## config.mk

```make
export PLATFORM = sky130hd
export DESIGN_NAME = multi_zone_clock
export DESIGN_NICKNAME = d
export VERILOG_FILES = /design/src/rtl/world_clock_pkg.sv /design/src/rtl/zone_offset_calc.sv /design/src/rtl/multi_zone_clock.sv
export SDC_FILE = /design/constraint.sdc
export NUM_CORES = 1
export LEC_CHECK = 0
export ABC_AREA = 0
export CORE_MARGIN = 3
export CORE_UTILIZATION = 24
export DETAILED_ROUTE_END_ITERATION = 12
export GPL_TIMING_DRIVEN = 1
export SLEW_MARGIN = 40
export SYNTH_ARGS = -nofsm -noshare
export SYNTH_HDL_FRONTEND = slang
export SYNTH_SLANG_ARGS = --single-unit
```

## constraint.sdc

```tcl
create_clock -name clk -period 8.4 [get_ports clk]
set_clock_uncertainty 0.15 [all_clocks]
set_input_delay 1.26 -clock clk [delete_from_list [all_inputs] [get_ports clk]]
set_output_delay 1.26 -clock clk [all_outputs]
set_load 0.005 [all_outputs]
```

## src/rtl/world_clock_pkg.sv

```systemverilog
// Shared constants, types and wrap helpers for the multi-zone time-of-day engine.
package world_clock_pkg;

    localparam logic signed [12:0] MIN_PER_DAY = 13'sd1440;
    localparam logic signed [11:0] OFFSET_MIN  = -12'sd720;
    localparam logic signed [11:0] OFFSET_MAX  = 12'sd840;
    localparam logic [5:0]         SEC_MAX     = 6'd59;
    localparam logic [5:0]         MIN_MAX     = 6'd59;
    localparam logic [4:0]         HOUR_MAX    = 5'd23;

    typedef struct packed {
        logic [4:0] h;
        logic [5:0] m;
    } hm_t;

    typedef logic signed [1:0] day_carry_t;

    localparam day_carry_t DAY_PREV = -2'sd1;
    localparam day_carry_t DAY_SAME = 2'sd0;
    localparam day_carry_t DAY_NEXT = 2'sd1;

    function automatic logic offset_legal(input logic signed [11:0] off);
        return (off >= OFFSET_MIN) && (off <= OFFSET_MAX);
    endfunction

    function automatic logic [5:0] inc_wrap6(input logic [5:0] v, input logic [5:0] vmax);
        return (v >= vmax) ? 6'd0 : v + 6'd1;
    endfunction

    function automatic logic [4:0] inc_wrap5(input logic [4:0] v, input logic [4:0] vmax);
        return (v >= vmax) ? 5'd0 : v + 5'd1;
    endfunction

endpackage

```

## src/rtl/zone_offset_calc.sv

```systemverilog
// Combinational zone time: base HH:MM plus a signed minute offset, folded into one day
// with a -1/0/+1 day carry.
module zone_offset_calc
    import world_clock_pkg::*;
(
    input  hm_t                base_hm,
    input  logic signed [11:0] offset,
    output hm_t                zone_hm,
    output day_carry_t         day
);

    logic [10:0]        base_min_s;
    logic signed [12:0] raw_s;
    logic signed [12:0] wrapped_s;

    // Minutes-of-day arithmetic and fold back into 0..1439
    always_comb begin
        base_min_s = ({6'd0, base_hm.h} * 11'd60) + {5'd0, base_hm.m};
        raw_s      = $signed({2'b00, base_min_s}) + $signed({offset[11], offset});
        if (raw_s < 13'sd0) begin
            wrapped_s = raw_s + MIN_PER_DAY;
            day       = DAY_PREV;
        end else if (raw_s >= MIN_PER_DAY) begin
            wrapped_s = raw_s - MIN_PER_DAY;
            day       = DAY_NEXT;
        end else begin
            wrapped_s = raw_s;
            day       = DAY_SAME;
        end
        zone_hm.h = 5'($unsigned(wrapped_s) / 13'd60);
        zone_hm.m = 6'($unsigned(wrapped_s) % 13'd60);
    end

endmodule

```

## src/rtl/multi_zone_clock.sv

```systemverilog
// N-zone time-of-day engine: prescaled 1 Hz base clock with button adjust, per-zone
// signed minute offsets and registered zone HH:MM / day carry outputs.
module multi_zone_clock
    import world_clock_pkg::*;
#(
    parameter  int N_ZONES  = 4,
    parameter  int TICK_DIV = 100,
    localparam int ZW       = (N_ZONES > 1) ? $clog2(N_ZONES) : 1
) (
    input  logic                 clk,
    input  logic                 reset,
    input  logic                 run,
    input  logic                 adj_hour,
    input  logic                 adj_min,
    input  logic                 off_we,
    input  logic [ZW-1:0]        off_zone,
    input  logic [11:0]          off_min,
    output logic                 sec_tick,
    output logic [4:0]           base_h,
    output logic [5:0]           base_m,
    output logic [5:0]           base_s,
    output logic [5*N_ZONES-1:0] zone_hours,
    output logic [6*N_ZONES-1:0] zone_mins,
    output logic [2*N_ZONES-1:0] zone_day,
    output logic                 day_pulse,
    output logic                 off_err
);

    localparam int             PW         = (TICK_DIV > 1) ? $clog2(TICK_DIV) : 1;
    localparam logic [PW-1:0]  PRESC_LAST = PW'(TICK_DIV - 1);
    localparam logic [PW-1:0]  PRESC_ONE  = PW'(1);

    logic [PW-1:0]        presc_q, presc_d;
    logic                 adj_hour_prev_q, adj_hour_prev_d;
    logic                 adj_min_prev_q, adj_min_prev_d;
    logic [4:0]           base_h_q, base_h_d;
    logic [5:0]           base_m_q, base_m_d;
    logic [5:0]           base_s_q, base_s_d;
    logic                 sec_tick_q, sec_tick_d;
    logic                 day_pulse_q, day_pulse_d;
    logic                 off_err_q, off_err_d;
    logic signed [11:0]   off_q [N_ZONES];
    logic signed [11:0]   off_d [N_ZONES];
    logic [5*N_ZONES-1:0] zone_hours_q, zone_hours_d;
    logic [6*N_ZONES-1:0] zone_mins_q, zone_mins_d;
    logic [2*N_ZONES-1:0] zone_day_q, zone_day_d;

    logic                 tick_s;
    logic                 hour_edge_s;
    logic                 min_edge_s;
    logic                 adjust_s;
    logic                 off_accept_s;
    hm_t                  base_hm_s;
    hm_t                  calc_hm_s  [N_ZONES];
    day_carry_t           calc_day_s [N_ZONES];

    // Prescaler, tick and button edge detection
    always_comb begin
        tick_s          = run && (presc_q == PRESC_LAST);
        adj_hour_prev_d = adj_hour;
        adj_min_prev_d  = adj_min;
        hour_edge_s     = adj_hour && !adj_hour_prev_q;
        min_edge_s      = adj_min && !adj_min_prev_q;
        adjust_s        = hour_edge_s || min_edge_s;
        if (!run) begin
            presc_d = presc_q;
        end else if (tick_s) begin
            presc_d = {PW{1'b0}};
        end else begin
            presc_d = presc_q + PRESC_ONE;
        end
    end

    // Base time: an adjust edge in the tick cycle wins and swallows that second
    always_comb begin
        base_h_d    = base_h_q;
        base_m_d    = base_m_q;
        base_s_d    = base_s_q;
        sec_tick_d  = 1'b0;
        day_pulse_d = 1'b0;
        if (adjust_s) begin
            if (min_edge_s) begin
                base_m_d = inc_wrap6(base_m_q, MIN_MAX);
                base_s_d = 6'd0;
            end else begin
                base_m_d = base_m_q;
                base_s_d = base_s_q;
            end
            if (hour_edge_s) begin
                base_h_d = inc_wrap5(base_h_q, HOUR_MAX);
            end else begin
                base_h_d = base_h_q;
            end
        end else if (tick_s) begin
            sec_tick_d = 1'b1;
            base_s_d   = inc_wrap6(base_s_q, SEC_MAX);
            if (base_s_q == SEC_MAX) begin
                base_m_d = inc_wrap6(base_m_q, MIN_MAX);
                if (base_m_q == MIN_MAX) begin
                    base_h_d    = inc_wrap5(base_h_q, HOUR_MAX);
                    day_pulse_d = (base_h_q == HOUR_MAX);
                end else begin
                    base_h_d = base_h_q;
                end
            end else begin
                base_m_d = base_m_q;
            end
        end else begin
            sec_tick_d = 1'b0;
        end
    end

    // Offset register file with range check on both index and value
    always_comb begin
        off_accept_s = off_we && (int'(off_zone) < N_ZONES) && offset_legal($signed(off_min));
        off_err_d    = off_we && !off_accept_s;
        for (int i = 0; i < N_ZONES; i++) begin
            if (off_accept_s && (int'(off_zone) == i)) begin
                off_d[i] = $signed(off_min);
            end else begin
                off_d[i] = off_q[i];
            end
        end
    end

    assign base_hm_s = {base_h_q, base_m_q};

    for (genvar g = 0; g < N_ZONES; g++) begin : g_zone
        zone_offset_calc u_calc (
            .base_hm (base_hm_s),
            .offset  (off_q[g]),
            .zone_hm (calc_hm_s[g]),
            .day     (calc_day_s[g])
        );
    end

    // Pack per-zone results into the flat output buses
    always_comb begin
        zone_hours_d = {(5*N_ZONES){1'b0}};
        zone_mins_d  = {(6*N_ZONES){1'b0}};
        zone_day_d   = {(2*N_ZONES){1'b0}};
        for (int i = 0; i < N_ZONES; i++) begin
            zone_hours_d[5*i +: 5] = calc_hm_s[i].h;
            zone_mins_d[6*i +: 6]  = calc_hm_s[i].m;
            zone_day_d[2*i +: 2]   = calc_day_s[i];
        end
    end

    // State registers
    always_ff @(posedge clk) begin
        if (reset) begin
            presc_q         <= {PW{1'b0}};
            adj_hour_prev_q <= 1'b0;
            adj_min_prev_q  <= 1'b0;
            base_h_q        <= 5'd0;
            base_m_q        <= 6'd0;
            base_s_q        <= 6'd0;
            sec_tick_q      <= 1'b0;
            day_pulse_q     <= 1'b0;
            off_err_q       <= 1'b0;
            zone_hours_q    <= {(5*N_ZONES){1'b0}};
            zone_mins_q     <= {(6*N_ZONES){1'b0}};
            zone_day_q      <= {(2*N_ZONES){1'b0}};
            for (int i = 0; i < N_ZONES; i++) begin
                off_q[i] <= 12'sd0;
            end
        end else begin
            presc_q         <= presc_d;
            adj_hour_prev_q <= adj_hour_prev_d;
            adj_min_prev_q  <= adj_min_prev_d;
            base_h_q        <= base_h_d;
            base_m_q        <= base_m_d;
            base_s_q        <= base_s_d;
            sec_tick_q      <= sec_tick_d;
            day_pulse_q     <= day_pulse_d;
            off_err_q       <= off_err_d;
            zone_hours_q    <= zone_hours_d;
            zone_mins_q     <= zone_mins_d;
            zone_day_q      <= zone_day_d;
            for (int i = 0; i < N_ZONES; i++) begin
                off_q[i] <= off_d[i];
            end
        end
    end

    assign sec_tick   = sec_tick_q;
    assign base_h     = base_h_q;
    assign base_m     = base_m_q;
    assign base_s     = base_s_q;
    assign zone_hours = zone_hours_q;
    assign zone_mins  = zone_mins_q;
    assign zone_day   = zone_day_q;
    assign day_pulse  = day_pulse_q;
    assign off_err    = off_err_q;

endmodule

```

==> results_dict.tcl, run 1 <==
set metrics [dict create \
    ff2ff_path_depth 36 \
    ys_seq_area_share_pct 19.8 \
    gp_congestion 0.930 \
    antenna_left 0 \
    crit_path_frequent_cell "buf_4" \
    clkSinkCount 129 \
    root_buffer "clkbuf_16" \
    start_util_pct 24.5 \
    die_x_um 239 \
    crit_fanout 6 \
    rsz0062_at_grt "true" \
    crit_required_ns 8.57 \
    vias 14300 \
    setup_slack_ns 0.124 \
    wire_per_inst_um 16.6 \
    clockBufferDepth 2 \
    drtPass1Iterations 5 \
    final_area_um2 18500 \
    fin_nets 2076 \
    grt_max_degree 71 \
    syn_area_um2 13000 \
    worst-setup-path-type "reg -> reg" \
    die_h_um 239 \
    slowest_stage "fa_1" \
    cp-start-kind "register" \
    numCtsBuffers 17 \
    status "finished, final reports clean" \
    ios 92 \
    drt-total-wl_um 44300 \
    synth_cells 1675 \
    maxSlewViolCount 0 \
    finalHoldViolCount 0 \
    final_common_cell "buf_4" \
    period_minus_slack_ns 8.28 \
    drv_cap 0 \
    fin_crit_sh_pct 98.5 \
    p_leak_nw 7.31 \
    portBuffers 91 \
    async_flop_share_pct 0 \
    synth-seq-cells 129 \
    synth_cell_types 113 \
    max_freq_ghz 0.121 \
    grt_pass1_wl_um 67700 \
    core_um2 53200 \
    antenna_found_initial 4 \
    yosysWarnings 0 \
    cts_tree "yes" \
    num_rows 84 \
    power_density_nw_per_um2 133 \
    route.detailed.drc 0 \
    slew_headroom_pct 46.3 \
    htreeDepth 4 \
    tns_ns 0 \
    dpl.hpwl_um 32700 \
    tightest_slew_ns 0.805 \
    cts.reportedPaths.clkPinSlew_ns 0.06 \
    place_area_um2 16000 \
    drtIter0Drc 927 \
    insertion_delay_ns 0.45 \
    endpoint_kind "register" \
    antenna_cells 0 \
    synth-edff-count 0 \
    overflow 0 \
    power_mw 2.46 \
    synth_fp_nets 1781 \
    finalSetupViolCount 0 \
    ys.flop_type "dfxtp_1" \
    whs_path_depth 2 \
    grt_usage_pct 14.4 \
    drive_above_1_share_pct 28.6 \
    post-place-ws_ns -0.300 \
    arrival_ns 8.45 \
    hp-class "reg -> reg" \
    avgSynthCellArea_um2 7.78 \
    vdd_drop_max_mv 0.160 \
    die_area_um2 57100 \
    grt_pass1_vias 13200 \
    viasPerCell 5.35 \
    layout_common_cells "buf_4, nor2_1, dfxtp_1" \
    hold_buffers 0 \
    syn_to_final_growth_pct 41.9 \
    critPathMaxStageDelay_ns 0.56 \
]
==> cell type report <==
| cell class | count | area [µm²] |
|---|---|---|
| fillers | 5444 | 34700 |
| multi-input cells | 1432 | 11400 |
| repair buffers | 334 | 2750 |
| flip-flops and latches | 129 | 2590 |
| well taps | 688 | 861 |
| clock buffers | 17 | 425 |
| clock inverters | 15 | 241 |
| inverters | 56 | 213 |
==> stage by stage <==
stage          utilization [%]  hold slack [ns]  instances
2_1_floorplan                -            0.291       1675
3_3_place_gp              30.1            0.305       2591
3_5_place_dp              30.2            0.309       2591
4_1_cts                   31.7            0.325       2629
5_1_grt                   34.8            0.348       2671
6_report                  34.8            0.327       2671
==> flip-flops by register name (all words and copies together), names as in the netlist <==
register / flops
adj_min_prev_q: 1
off_q: 48
day_pulse: 1
zone_mins: 24
zone_hours: 20
base_m: 6
sec_tick: 1
adj_hour_prev_q: 1
base_h: 5
zone_day: 8
base_s: 6
off_err: 1
presc_q: 7
==> synth_stat cells (all sizes together) (20+ instances only) <==
master	number	area share (%)
nor2	225	6.6
dfxtp	129	20
nand2	106	3.1
o21ai	97	3.8
a21oi	94	3.7
ha	74	7.1
mux2i	64	5.2
xnor2	61	4.3
inv	55	1.6
nor3	48	1.9
a211oi	41	2.8
clkbuf	39	1.1
nand3	39	1.6
a21o	34	2.0
o211ai	31	1.9
xor2	27	1.8
and3	25	1.2
nor4	25	1.2
and2	24	1.2
o21a	23	1.3
nand4	22	1.1
nor2b	22	1.1
a31oi	20	1.0
or3	20	0.96
==> worst max-delay path, delay by kind of cell, from the launching register on <==
kind | cells | cell delay (ns)
adders and majority gates | 5 | 2.13
muxes | 1 | 0.32
buffers and inverters | 9 | 1.22
DFF | 1 | 0.33
and+or+nand+nor | 5 | 0.84
AOI/OAI and AO/OA | 14 | 2.79
xor gates and xnor gates | 2 | 0.35
==> logic make-up after synthesis <==
family | synth area share [%]
AOI/OAI and AO/OA | 31.2
buffers and inverters | 3.51
xor gates and xnor gates | 6.09
muxes | 6.09
and+or+nand+nor | 24.2
DFF | 19.8
adders and majority gates | 9.10
==> layer usage <==
metal	global-route usage (%)	share of wire (%)
met4	3.90	2.3
met5	0	0.16
met1	19.6	47
met2	22.9	45
met3	3.03	5.7
==> where the power goes <==
| group | total (mW) | switching, mW | leakage, nW | internal [mW] |
|---|---|---|---|---|
| registers | 0.668 | 0.0202 | 1.05 | 0.648 |
| clock network | 0.860 | 0.324 | 0.323 | 0.536 |
| logic | 0.929 | 0.509 | 5.94 | 0.420 |
| total | 2.46 | 0.853 | 7.31 | 1.60 |
==> path summary, 6_finish.rpt <==
check               startpoint  slack [ns]             to
setup reg to reg     base_h[2]        0.12  zone_mins[16]
hold / removal    off_q[3][10]        0.33   off_q[3][10]
hold reg to reg   off_q[3][10]        0.33   off_q[3][10]
setup / recovery     base_h[2]        0.12  zone_mins[16]
==> repair_timing <==
action	4_1_cts	5_1_grt
endpoints found under the setup margin	20	23
setup buffers	6	44
pin swaps	6	77
endpoints found under the hold margin	0	0
resized for setup	27	265
Note: power is estimated with default switching activity, not from simulation.
==> run 2: changes to the inputs <==
--- a/config.mk
+++ b/config.mk
@@ -7,9 +7,11 @@
 export LEC_CHECK = 0
 export ABC_AREA = 0
 export CORE_MARGIN = 3
-export CORE_UTILIZATION = 24
+export CORE_UTILIZATION = 55
 export DETAILED_ROUTE_END_ITERATION = 12
 export GPL_TIMING_DRIVEN = 1
+export PLACE_DENSITY = 0.78
+export SKIP_CTS_REPAIR_TIMING = 1
 export SLEW_MARGIN = 40
 export SYNTH_ARGS = -nofsm -noshare
 export SYNTH_HDL_FRONTEND = slang
==> results_dict.tcl, run 2 (synthesized netlist as in run 1, its figures left out) <==
set metrics [dict create \
    top_register "off_q" \
    die_x_um 160 \
    insertion_delay_ns 0.43 \
    portBuffers 91 \
    p_sw_mw 0.834 \
    max_freq_ghz 0.117 \
    cts.reportedPaths.clkPinSlew_ns 0.07 \
    grt_usage_pct 28.2 \
    maxSlewViolCount 0 \
    worstHoldEndpoint "off_q[0][10]" \
    critPathMaxStageDelay_ns 0.71 \
    fin_crit_sh_pct 101 \
    hp-class "reg -> reg" \
    vias 15000 \
    cp-start-kind "register" \
    slew_headroom_pct 31.9 \
    dp_cells 2164 \
    drtIter0Drc 1721 \
    ios 92 \
    fillCellCount 1563 \
    power_density_nw_per_um2 135 \
    finalSetupViolCount 2 \
    drive_above_1_share_pct 26.5 \
    antenna_found_initial 0 \
    worst-setup-path-type "reg -> reg" \
    arrival_ns 8.69 \
    place_area_um2 15200 \
    syn_to_final_growth_pct 35.0 \
    busiest_layer "met2" \
    p_leak_nw 7.12 \
    tightest_slew_ns 1.01 \
    antenna_left 0 \
    dpl.hpwl_um 28200 \
    crit_fanout 5 \
    finalHoldViolCount 0 \
    antenna_cells 0 \
    ff2ff_path_depth 35 \
    num_rows 55 \
    use_met1_pct 37.3 \
    rsz0062_at_grt "true" \
    wire_per_inst_um 19.1 \
    final_common_cell "nor2_1" \
    pwr-share-clk_pct 33.8 \
    fin_nets 2039 \
    p_sw_share_pct 35.2 \
    grt_pass1_vias 13100 \
    start_util_pct 56.7 \
    internal_power_mw 1.54 \
    clkSinkCount 129 \
    route.detailed.drc 0 \
    gr-usage-met3_pct 5.71 \
    numCtsBuffers 17 \
    slowest_stage "or4b_2" \
    grt_pass1_wl_um 62200 \
    multi_input_area_um2 11300 \
    die_h_um 160 \
    final-seq-area_um2 2590 \
    drv_cap 0 \
    drt-total-wl_um 43200 \
    endpoint_kind "register" \
    crit_required_ns 8.56 \
    grt_max_degree 93 \
    finalNonFillerCells 2258 \
    gp_congestion 0.937 \
    die_area_um2 25600 \
    final_area_um2 17600 \
    violations "negative setup slack" \
    status "finished with violations" \
    largest_reg_flops 48 \
    r2r-start "base_h[1]" \
    htreeDepth 4 \
    vdd_drop_max_mv 0.156 \
    drtPass1Iterations 6 \
    overflow 0 \
    rrSetupSlack_ns -0.12 \
    whs_path_depth 2 \
    viasPerCell 6.65 \
    min_from "off_q[0][10]" \
    clockBufferDepth 2 \
    p_comb_share_pct 38.1 \
    use_met2_pct 46.4 \
    cts_tree "yes" \
    timing.rr.end "zone_mins[16]" \
    setup_slack_ns -0.121 \
    p_seq_share_pct 28.1 \
    core_um2 23000 \
    worst_hold_slack_ns 0.333 \
    layout_common_cells "nor2_1, buf_4, dfxtp_1" \
    root_buffer "clkbuf_16" \
    period_minus_slack_ns 8.52 \
]
run 2: cell types whose count changed in the layout (fill, tap and decap cells not counted), moves of 4 or more:
cell	change
buf_4	-41
a21oi_1	+4
nor2_1	+4
a211oi_1	+6
nor2_2	-4
a211oi_2	-4
run 2: per-stage QoR:
| stage | utilization [%] | worst slack [ns] | total power [mW] | TNS [ns] |
|---|---|---|---|---|
| after global routing | 76.5 | -0.448 | 2.47 | -4.24 |
| after global placement | 66.0 | -0.215 | 1.42 | -0.470 |
| after floorplan | - | 0.134 | 1.17 | 0 |
| final | 76.5 | -0.121 | 2.37 | -0.132 |
| after detailed placement | 66.1 | -0.431 | 1.43 | -3.24 |
| after CTS | 68.7 | -0.555 | 2.23 | -5.25 |
run 2: worst max-delay path by stage:
stage | start | end | slack [ns] | cells after the start
after CTS | base_h[2] | zone_mins[16] | -0.55 | 32
after global placement | base_h[1] | zone_mins[16] | -0.22 | 32
after detailed placement | base_h[2] | zone_mins[16] | -0.43 | 32
after global routing | base_h[1] | zone_mins[16] | -0.45 | 32
after floorplan | base_h[2] | zone_mins[16] | 0.13 | 32
final | base_h[1] | zone_mins[16] | -0.12 | 35
run 2: layout make-up:
type                            instances  area share [%]
Clock inverter                         11           0.853
Inverter                               56            1.21
Clock buffer                           20            2.65
Multi-Input combinational cell       1433            64.3
Tap cell                              313            2.23
Timing Repair Buffer                  296            14.0
Sequential cell                       129            14.7
run 2: worst max-delay path: cells and delay by family, from the launching register on:
family / cells / cell delay (ns)
compound gates: 11 / 2.35
fa+ha+maj: 6 / 2.16
simple gates: 8 / 1.94
buf+inv: 7 / 0.74
mux: 2 / 0.65
flops: 1 / 0.34
xor+xnor: 1 / 0.08
run 2: metal layers:
| metal | vias up | share of wire [%] |
|---|---|---|
| li1 | 6897 | - |
| met1 | 7155 | 41 |
| met2 | 773 | 48 |
| met3 | 180 | 8.1 |
| met4 | 0 | 3.5 |
| met5 | - | 0 |
run 2: power groups by stage:
stage | clock (mW) | sequential (mW) | combinational [mW]
floorplan | 0 | 0.679 | 0.491
global placement | 0 | 0.678 | 0.740
detailed placement | 0 | 0.679 | 0.756
CTS | 0.801 | 0.666 | 0.764
global route | 0.829 | 0.670 | 0.968
finish | 0.800 | 0.666 | 0.903
==> run 3: changes to the inputs <==
--- a/config.mk
+++ b/config.mk
@@ -6,6 +6,7 @@
 export NUM_CORES = 1
 export LEC_CHECK = 0
 export ABC_AREA = 0
+export CORE_ASPECT_RATIO = 1.1
 export CORE_MARGIN = 3
 export CORE_UTILIZATION = 55
 export DETAILED_ROUTE_END_ITERATION = 12
==> results_dict.tcl, run 3 (synthesized netlist as in run 1, its figures left out) <==
set metrics [dict create \
    status "finished with violations" \
    violations "negative setup slack" \
    clkSinkCount 129 \
    slowest_stage "fa_1" \
    die_x_um 153 \
    top_register "off_q" \
    post-place-ws_ns -0.429 \
    critPathMaxStageDelay_ns 0.63 \
    antenna_cells 0 \
    viasPerCell 6.92 \
    grt_pass1_vias 12900 \
    drtPass1Iterations 7 \
    cp-start-kind "register" \
    worst-setup-path-type "reg -> reg" \
    finalHoldViolCount 0 \
    place_area_um2 15000 \
    fin_util_pct 78.7 \
    final-seq-area_um2 2590 \
    numCtsBuffers 17 \
    clockBufferDepth 2 \
    antenna_found_initial 0 \
    portBuffers 91 \
    layout_common_cells "nor2_1, buf_4, dfxtp_1" \
    htreeDepth 4 \
    max_freq_ghz 0.115 \
    cts_tree "yes" \
    drive_above_1_share_pct 29.6 \
    rsz0062_at_grt "true" \
    dpl.hpwl_um 27500 \
    final_area_um2 18200 \
    route.detailed.drc 0 \
    drt-total-wl_um 47800 \
    endpoint_kind "register" \
    cts.reportedPaths.clkPinSlew_ns 0.07 \
    power_density_nw_per_um2 134 \
    ios 92 \
    overflow 0 \
    grt_usage_pct 27.3 \
    setup_slack_ns -0.327 \
    period_minus_slack_ns 8.73 \
    die_h_um 167 \
    final_common_cell "nor2_1" \
    core_um2 23100 \
    gp_congestion 0.988 \
    arrival_ns 8.89 \
    die_area_um2 25600 \
    tightest_slew_ns 0.960 \
    multi_input_area_um2 11800 \
    largest_reg_flops 48 \
    fillCellCount 1405 \
    syn_to_final_growth_pct 39.3 \
    wire_per_inst_um 21.2 \
    crit_fanout 5 \
    crit_required_ns 8.57 \
    fin_crit_sh_pct 104 \
    crit_path_frequent_cell "buf_4" \
    worst_hold_slack_ns 0.326 \
    p_leak_nw 7.27 \
    fin_nets 2051 \
    grt_pass1_wl_um 60400 \
    antenna_left 0 \
    power_mw 2.44 \
    drtIter0Drc 1804 \
    grt_max_degree 63 \
    insertion_delay_ns 0.44 \
    start_util_pct 56.5 \
    maxSlewViolCount 0 \
    num_rows 58 \
    vdd_drop_max_mv 0.138 \
    slew_headroom_pct 35.6 \
    root_buffer "clkbuf_16" \
    vias 15600 \
    finalSetupViolCount 15 \
    hp-class "reg -> reg" \
    drv_cap 0 \
]
==> run 3: layout make-up <==
type | count | share of cell area (%)
flip-flops and latches | 129 | 14.3
clock buffers | 20 | 2.57
well taps | 300 | 2.07
clock inverters | 12 | 0.806
repair buffers | 308 | 14.3
inverters | 56 | 1.19
multi-input cells | 1433 | 64.8
==> run 3: per-layer routing <==
metal	track usage (%)	vias up	share of wire [%]
met5	0	-	0
met4	9.41	0	5.8
met3	3.28	305	8.9
met2	46.5	1095	48
met1	36.0	7306	38
li1	-	6930	-
==> run 3: critical path: cells and delay by family, from the launching register on <==
family,cells,cell delay (ns)
compound gates,13,3.42
flops,1,0.36
xor+xnor,2,0.38
buf+inv,6,0.79
fa+ha+maj,5,2.23
simple gates,5,0.76
mux,2,0.48
==> run 3: path summary, 6_finish.rpt <==
path	slack [ns]	end	cells past startpoint	from
worst max-delay path	-0.33	zone_mins[16]	33	base_h[2]
worst min-delay path	0.33	off_q[3][10]	2	off_q[3][10]
worst max register to register	-0.33	zone_mins[16]	33	base_h[2]
worst min register to register	0.33	off_q[3][10]	2	off_q[3][10]
==> run 3: metrics by stage <==
step	setup TNS (ns)	instances
after floorplan	0	1675
after global placement	-0.505	2131
after detailed placement	-3.63	2131
after CTS	-5.04	2163
after global routing	-6.46	2258
final	-2.13	2258
==> run 3: where the power goes <==
part | internal [mW] | switching, mW
Sequential | 0.647 | 0.0201
Combinational | 0.427 | 0.544
Clock | 0.469 | 0.332
Total | 1.54 | 0.897
